`src/rtl/mul_seq.sv`:
```
// mul_seq -- multi-cycle RV32M multiply sequencer.
//
// Builds the full 2*XLEN-bit product over four CALC cycles from one
// XLEN/2 x XLEN/2 unsigned multiplier. Signed operands are handled by
// multiplying magnitudes and negating the 64-bit product in FIX.
//
// Ports:
//   clk        system clock, rising edge
//   rst_n      synchronous active-low reset
//   in_valid   request present
//   in_ready   sequencer idle and able to accept
//   op         00 MUL, 01 MULH, 10 MULHSU, 11 MULHU
//   a, b       rs1 / rs2 operands (sampled only at accept)
//   flush      abort in-flight op / block accept in IDLE
//   out_valid  result valid (DONE)
//   out_ready  consumer accepts result
//   result     selected product word, held stable while out_valid
module mul_seq #(
  parameter int XLEN       = 32,
  parameter bit EARLY_ZERO = 1'b1
) (
  input  logic            clk,
  input  logic            rst_n,
  input  logic            in_valid,
  output logic            in_ready,
  input  logic [1:0]      op,
  input  logic [XLEN-1:0] a,
  input  logic [XLEN-1:0] b,
  input  logic            flush,
  output logic            out_valid,
  input  logic            out_ready,
  output logic [XLEN-1:0] result
);

  localparam int H = XLEN / 2;

  typedef enum logic [1:0] {IDLE, CALC, FIX, DONE} state_t;

  // Operation context captured at accept.
  typedef struct packed {
    logic [1:0]      op;
    logic            neg;
    logic [XLEN-1:0] mag_a;
    logic [XLEN-1:0] mag_b;
  } req_t;

  state_t            state, state_nxt;
  req_t              req_q, req_d;
  logic [2*XLEN-1:0] acc;
  logic [1:0]        cnt;
  logic [XLEN-1:0]   result_q;

  logic              sgn_a, sgn_b, accept, zero_in;
  logic [H-1:0]      half_a, half_b;
  logic [XLEN-1:0]   pp;
  logic [2*XLEN-1:0] pp_ext, pp_sh, prod;
  logic [XLEN-1:0]   fix_word;

  assign in_ready  = (state == IDLE);
  assign out_valid = (state == DONE);
  assign result    = result_q;

  // Sign decode; MUL treats both as unsigned since the low word is unaffected.
  assign sgn_a   = ((op == 2'b01) || (op == 2'b10)) && a[XLEN-1];
  assign sgn_b   = (op == 2'b01) && b[XLEN-1];
  assign accept  = in_valid && in_ready && !flush;
  assign zero_in = EARLY_ZERO && ((a == '0) || (b == '0));

  always_comb begin
    req_d.op    = op;
    req_d.neg   = sgn_a ^ sgn_b;
    // Negating 0x80000000 yields 0x80000000, which is the correct unsigned magnitude.
    req_d.mag_a = sgn_a ? (~a + 1'b1) : a;
    req_d.mag_b = sgn_b ? (~b + 1'b1) : b;
  end

  // cnt[1] picks the high half of a, cnt[0] the high half of b:
  // 0 lo*lo, 1 lo*hi, 2 hi*lo, 3 hi*hi.
  assign half_a = cnt[1] ? req_q.mag_a[XLEN-1:H] : req_q.mag_a[H-1:0];
  assign half_b = cnt[0] ? req_q.mag_b[XLEN-1:H] : req_q.mag_b[H-1:0];
  assign pp     = half_a * half_b;
  assign pp_ext = {{XLEN{1'b0}}, pp};

  always_comb begin
    pp_sh = pp_ext;
    case (cnt)
      2'd0:    pp_sh = pp_ext;
      2'd3:    pp_sh = pp_ext << XLEN;
      default: pp_sh = pp_ext << H;
    endcase
  end

  assign prod     = req_q.neg ? (~acc + 1'b1) : acc;
  assign fix_word = (req_q.op == 2'b00) ? prod[XLEN-1:0] : prod[2*XLEN-1:XLEN];

  always_comb begin
    state_nxt = state;
    case (state)
      IDLE: if (accept) state_nxt = zero_in ? DONE : CALC;
      CALC: begin
        if (flush)           state_nxt = IDLE;
        else if (cnt == 2'd3) state_nxt = FIX;
      end
      FIX:  state_nxt = flush ? IDLE : DONE;
      DONE: if (flush || out_ready) state_nxt = IDLE;
      default: state_nxt = IDLE;
    endcase
  end

  always_ff @(posedge clk) begin
    if (!rst_n) begin
      state    <= IDLE;
      req_q    <= '0;
      acc      <= '0;
      cnt      <= '0;
      result_q <= '0;
    end else begin
      state <= state_nxt;
      if (accept) begin
        req_q <= req_d;
        acc   <= '0;
        cnt   <= '0;
        if (zero_in) result_q <= '0;
      end
      if (state == CALC && !flush) begin
        acc <= acc + pp_sh;
        cnt <= cnt + 2'd1;
      end
      if (state == FIX && !flush) result_q <= fix_word;
    end
  end

endmodule

```
`config.mk`:
```
export PLATFORM = sky130hd
export DESIGN_NAME = mul_seq
export DESIGN_NICKNAME = d
export VERILOG_FILES = /design/src/rtl/mul_seq.sv
export SDC_FILE = /design/constraint.sdc
export NUM_CORES = 1
export LEC_CHECK = 0
export ABC_AREA = 0
export ABC_CLOCK_PERIOD_IN_PS = 13000
export BUFFER_PORTS_ARGS = -buffer_cell sky130_fd_sc_hd__buf_2
export CAP_MARGIN = 30
export CORE_UTILIZATION = 25
export DETAILED_ROUTE_END_ITERATION = 12
export PLACE_DENSITY = 0.36
export SETUP_SLACK_MARGIN = 0.15
export SKIP_CTS_REPAIR_TIMING = 1
export SLEW_MARGIN = 20
export SYNTH_ARGS = -nofsm -noshare
export SYNTH_HDL_FRONTEND = slang
export SYNTH_SLANG_ARGS = --single-unit
export TNS_END_PERCENT = 5
```
`constraint.sdc`:
```
create_clock -name clk -period 13 [get_ports clk]
set_input_delay 0.65 -clock clk [delete_from_list [all_inputs] [get_ports clk]]
set_output_delay 0.65 -clock clk [all_outputs]
set_load 0.01 [all_outputs]
```
# --- Yosys cells after proc, flatten, opt, wreduce, memory -nomap -nowiden ---
# Cells that the tools add are included.
word_totals:
  register_bits: 167
op_classes:
  reduce_logical: 20
  add_sub_neg: 5
  eq_ne: 9
  mul: 1
  n_mux: 21
  n_bitwise: 4
op_table:
  columns: ["op", "count"]
  rows:
  - ["32-bit 2-to-1 mux", 6]
  - ["64-bit 2-to-1 mux", 3]
  - ["64-bit case mux with 2 select lines", 1]
  - ["32-bit by 1-bit adder with 32-bit output, second input constant", 2]
  - ["64-bit by 1-bit adder with 64-bit output, second input constant", 1]
  - ["64-bit adder", 1]
  - ["32-bit logical NOT", 2]
  - ["32-bit NOT", 2]
  - ["64-bit NOT", 1]
  - ["16-bit by 16-bit multiplier with 32-bit output", 1]
  - ["16-bit 2-to-1 mux", 2]
  - ["2-bit 2-to-1 mux", 8]
  - ["2-bit == test, second input constant", 4]
  - ["2-bit case mux with 4 select lines", 1]
  - ["1-bit logical AND", 6]
  - ["2-bit logical NOT", 3]
  - ["2-bit nonzero test", 3]
  - ["2-bit by 1-bit == test with 1-bit output, second input constant", 2]
  - ["2-bit by 1-bit != test with 1-bit output, second input constant", 2]
  - ["1-bit logical OR", 3]
  - ["3-bit != test, second input constant", 1]
  - ["3-bit AND reduction", 1]
  - ["2-bit by 1-bit adder with 2-bit output, second input constant", 1]
  - ["2-bit AND reduction", 1]
  - ["other kinds (2)", 2]

# --- Longest topological paths before layout ---
logic_depth:
  ltp_word: 5
  mapped_depth: 39
  mapped_depth_nobuf: 36

# --- Worst setup path before layout ---
# OpenSTA, ideal clock, no wires.
synth_timing:
  kind: "flip-flop to flip-flop"
  start: "reg cnt[1]"
  end: "reg acc[57]"
  slack_ns: 3.140
  synth_period_minus_slack_ns: 9.860
  n_path_buf: 3
  stages_incl_launch_ff: 37
  t_required_ns: 12.879
  setup_time_ns: 0.121
  arrival_ns: 9.738
  path_cell_list: "dfxtp_1 -> clkbuf_1 -> buf_1 -> buf_1 -> mux2i_1 -> nor2_1 -> fa_1 -> inv_1 -> fa_1 -> fa_1 -> inv_1 -> fa_1 -> fa_1 -> inv_1 -> fa_1 -> inv_1 -> ha_1 -> a211oi_1 -> o21ai_0 -> a41oi_1 -> o32ai_1 -> a221o_1 -> nand4_1 -> mux2i_1 -> o211ai_1 -> a22o_1 -> ha_1 -> a21oi_1 -> o21ai_0 -> a2111oi_0 -> o22ai_1 -> a221o_1 -> a31oi_1 -> o21ai_0 -> a21oi_1 -> mux2i_1 -> nand2_1"
synth_via:
  elab_chain_len: 5
  elab_cells_between_ends: 7
  classes_between: "1 x add/sub; 1 x mul; 1 x eq/ne; 3 x mux; 1 x reduce/logical"
synth_rtl:
  columns: ["element", "line_no", "text"]
  rows:
  - ["from (decl)", "50", "logic [1:0] cnt;"]
  - ["from (signal assigned)", "127", "cnt <= cnt + 2'd1;"]
  - ["16-bit 2-to-1 mux", "79", "assign half_a = cnt[1] ? req_q.mag_a[XLEN-1:H] : req_q.mag_a[H-1:0];"]
  - ["16-bit by 16-bit multiplier with 32-bit output", "81", "assign pp = half_a * half_b;"]
  - ["64-bit case mux with 2 select lines (*)", "86", "case (cnt)"]
  - ["64-bit adder (*)", "126", "acc <= acc + pp_sh;"]
  - ["64-bit 2-to-1 mux (*)", "125", "if (state == CALC && !flush) begin"]
  - ["to (signal assigned)", "126", null]
  - ["to (decl)", "49", "logic [2*XLEN-1:0] acc;"]
# Every way passes the cells marked *; elsewhere a longest branch is shown, timed or not.
# A chain may end at the register's enable or synchronous reset.

# --- Worst setup path in the final report ---
# Same ends and word-level chain as after synthesis.

==> flow_summary.toml <==
[final_layout]
stdcell_area_um2 = 24400
instances_no_fill = 3987
nNetsFinal = 3260
antennaDiodeCount = 0
layout-drive-gt1-share_pct = 8.40
areaGrowthSynthToFinish_pct = 10.9
utilization_pct = 28.1

[timing]
worst_pin_slew_ps = 1040
clock.fmax_mhz = 89.6
slew_viol_final = 0
rsz0062_at_grt = "no"
finalCriticalPeriod_ps = 11170
hold_viol_final = 0
finClkSkew_ps = 14.8
setup_viol = 0
period_share_pct = 85.9
fin_tns_setup_ps = 0
relSlewSlack_pct = 30.6

[pwr]
power_frac_seq_pct = 31.4
power.leakage_nw = 11.1
p_sw_uw = 709
peakVddDrop_uv = 106
internal_power_mw = 1.04
powerDensity_nw_per_um2 = 71.7
p_comb_share_pct = 37.1
pwr-share-clk_pct = 31.5
sw_frac_of_total_pct = 40.5

[critical_path]
reg2reg_depth = 34
crit_type = "reg2reg"
cp_max_fo = 35
crit_top_cell = "fa_1"
r2r_slack_ps = 1830
worst-path-buf-inv = 4
cp_slowest_cell = "dfxtp_2"
required_ps = 13380
startpoint = "cnt[1]"
cp-end-kind = "flip-flop"
start_kind = "flip-flop"
r2r-end = "acc[57]"
crit_end = "acc[57]"
slowest_delay_ps = 900
cp.arrival_ps = 11540
r2r-start = "cnt[1]"
crit_family = "compound AO/OA/AOI/OAI gates"
cp_num_cells = 34

[synth]
yosysMostFrequentCell = "nand2_1"
yosysSeqAreaShare_pct = 15.2
syn_inst = 2786
netlist_top_cells_count = "nand2_1, inv_1, nor2_1"
yosysWarningCount = 0
synth-async-reset-ratio_pct = 0
syn_area_per_cell_um2 = 7.89
synth_nets = 3227
synth.distinct_cells = 74
synth_top_cell_by_area = "fa_1"
synth_top_cell_area_share_pct = 17.8
synth_area_um2 = 22000
synth-seq-cells = 167
synth-edff-count = 0
synth_area_leaders = "fa_1, dfxtp_1, ha_1, nand2_1, inv_1"
synth_flop_cell = "dfxtp_1"

[routing]
wire_per_inst_um = 21.3
vias_per_cell = 5.04
drt-initial-drc-count = 1110
via_count = 20084
final_antenna_net_count = 0
firstDrtPassIters = 5
drc_errors = 0
routed_wl_um = 84800

[clock_tree]
h-tree-depth = 4
clock-sinks = 167
cts_root_buf = "clkbuf_16"
clkTransAtPathRegs_ps = 80
insertion_delay_ps = 490
cts_buffer_depth = 2
cts_buffers = 17
cts_tree = "built"

[grt]
antenna_found_initial = 0
grt_max_degree = 86
grt_overflow = 0
grt_pass1_wl_um = 128000
grt_pass1_vias = 20218
grt_use_total_pct = 18.9

[place]
dpl_cell_area_um2 = 23800
place_inst = 3953
dp_hpwl_um = 69400
gp_congestion = 0.848
port_buffers = 104

[run]
max-cap-violations = 0

[hold_path]
hp-class = "in2reg"

[floorplanning]
io_pins = 105
die_height_um = 299
fp-row-count = 108
die_area_um2 = 89100
start_util_pct = 25.3
fp.dieW_um = 299
core_area_um2 = 86900

[status]
status = "complete, no violations"
-- worst min-delay path: cells and delay by family --
kind            cells  cell delay [ps]
buf+inv             1              100
compound gates      1               60
simple gates        1               50
-- metal layers --
| layer | up-vias | GRT usage (%) | share of wire (%) |
|---|---|---|---|
| met1 | 9897 | 24.4 | 45 |
| li1 | 9686 | - | - |
| met5 | - | 0 | 0 |
| met2 | 413 | 33.0 | 49 |
| met3 | 88 | 1.74 | 2.8 |
| met4 | 0 | 5.96 | 2.8 |
-- cell families after synthesis --
family / Yosys count / synth area share, %
AOI/OAI and AO/OA: 669 / 20.9
muxes: 66 / 3.17
and+or+nand+nor: 955 / 20.0
xor gates and xnor gates: 152 / 6.06
buffers and inverters: 407 / 6.97
DFF: 167 / 15.2
adders and majority gates: 370 / 27.7
-- state kept, by name, indices dropped and copies added, names as in the netlist --
signal	flops
req_q	67
result	32
acc	64
state	2
cnt	2
-- per-stage QoR --
step	total power [mW]	hold slack [ps]	setup WS, ps
3_3_place_gp	1.21	436	1580
3_5_place_dp	1.21	444	1610
5_1_grt	1.86	410	1210
6_report	1.75	427	1830
2_1_floorplan	0.984	450	3140
4_1_cts	1.78	378	1570
-- worst min path at each step --
stage	startpoint	to	depth (start not counted)	slack [ps]
finish	op[1]	req_q[66]	3	430
global route	op[1]	req_q[66]	3	410
CTS	op[0]	req_q[65]	3	380
detailed placement	result[30]	result[30]	1	440
global placement	result[30]	result[30]	1	440
floorplan	req_q[31]	req_q[31]	2	450
-- power groups by stage --
stage                     clock, mW  sequential [mW]  combinational (mW)
final                         0.551            0.548               0.649
after global routing          0.592            0.550               0.716
after CTS                     0.576            0.548               0.654
after detailed placement          0            0.560               0.651
after global placement            0            0.560               0.650
after floorplan                   0            0.549               0.435
-- final cells by class --
cell class | instances | area [um^2]
fillers | 9465 | 62500
clock inverters | 14 | 165
clock buffers | 18 | 439
flip-flops and latches | 167 | 3350
well taps | 1155 | 1450
inverters | 278 | 1040
multi-input cells | 2212 | 17100
repair buffers | 143 | 806
-- placed cells by master (no fill, tap or decap), types with 9 or more instances in the layout --
cell / count
o211ai_1: 10
nor2_1: 233
nand3_1: 50
or3_1: 29
a21o_1: 47
and2_1: 34
buf_2: 107
nand4_1: 24
a21boi_0: 9
or4_1: 9
a31oi_1: 29
o21ai_0: 142
xnor2_1: 91
and3_1: 23
dfxtp_1: 165
a211oi_1: 13
fa_1: 195
a21oi_1: 145
o311ai_0: 9
mux2_2: 29
o21a_1: 13
buf_4: 35
nor3_1: 45
o21bai_1: 25
nand2_1: 377
o2bb2ai_1: 11
xor2_1: 61
nor2b_1: 51
mux2i_1: 34
o22ai_1: 9
o211a_1: 60
clkbuf_16: 17
nand2b_1: 16
a22oi_1: 37
nor4_1: 25
a22o_1: 27
ha_1: 175
inv_1: 278
o31ai_1: 19
o41ai_1: 10
Note: power is estimated with default switching activity, not from simulation.
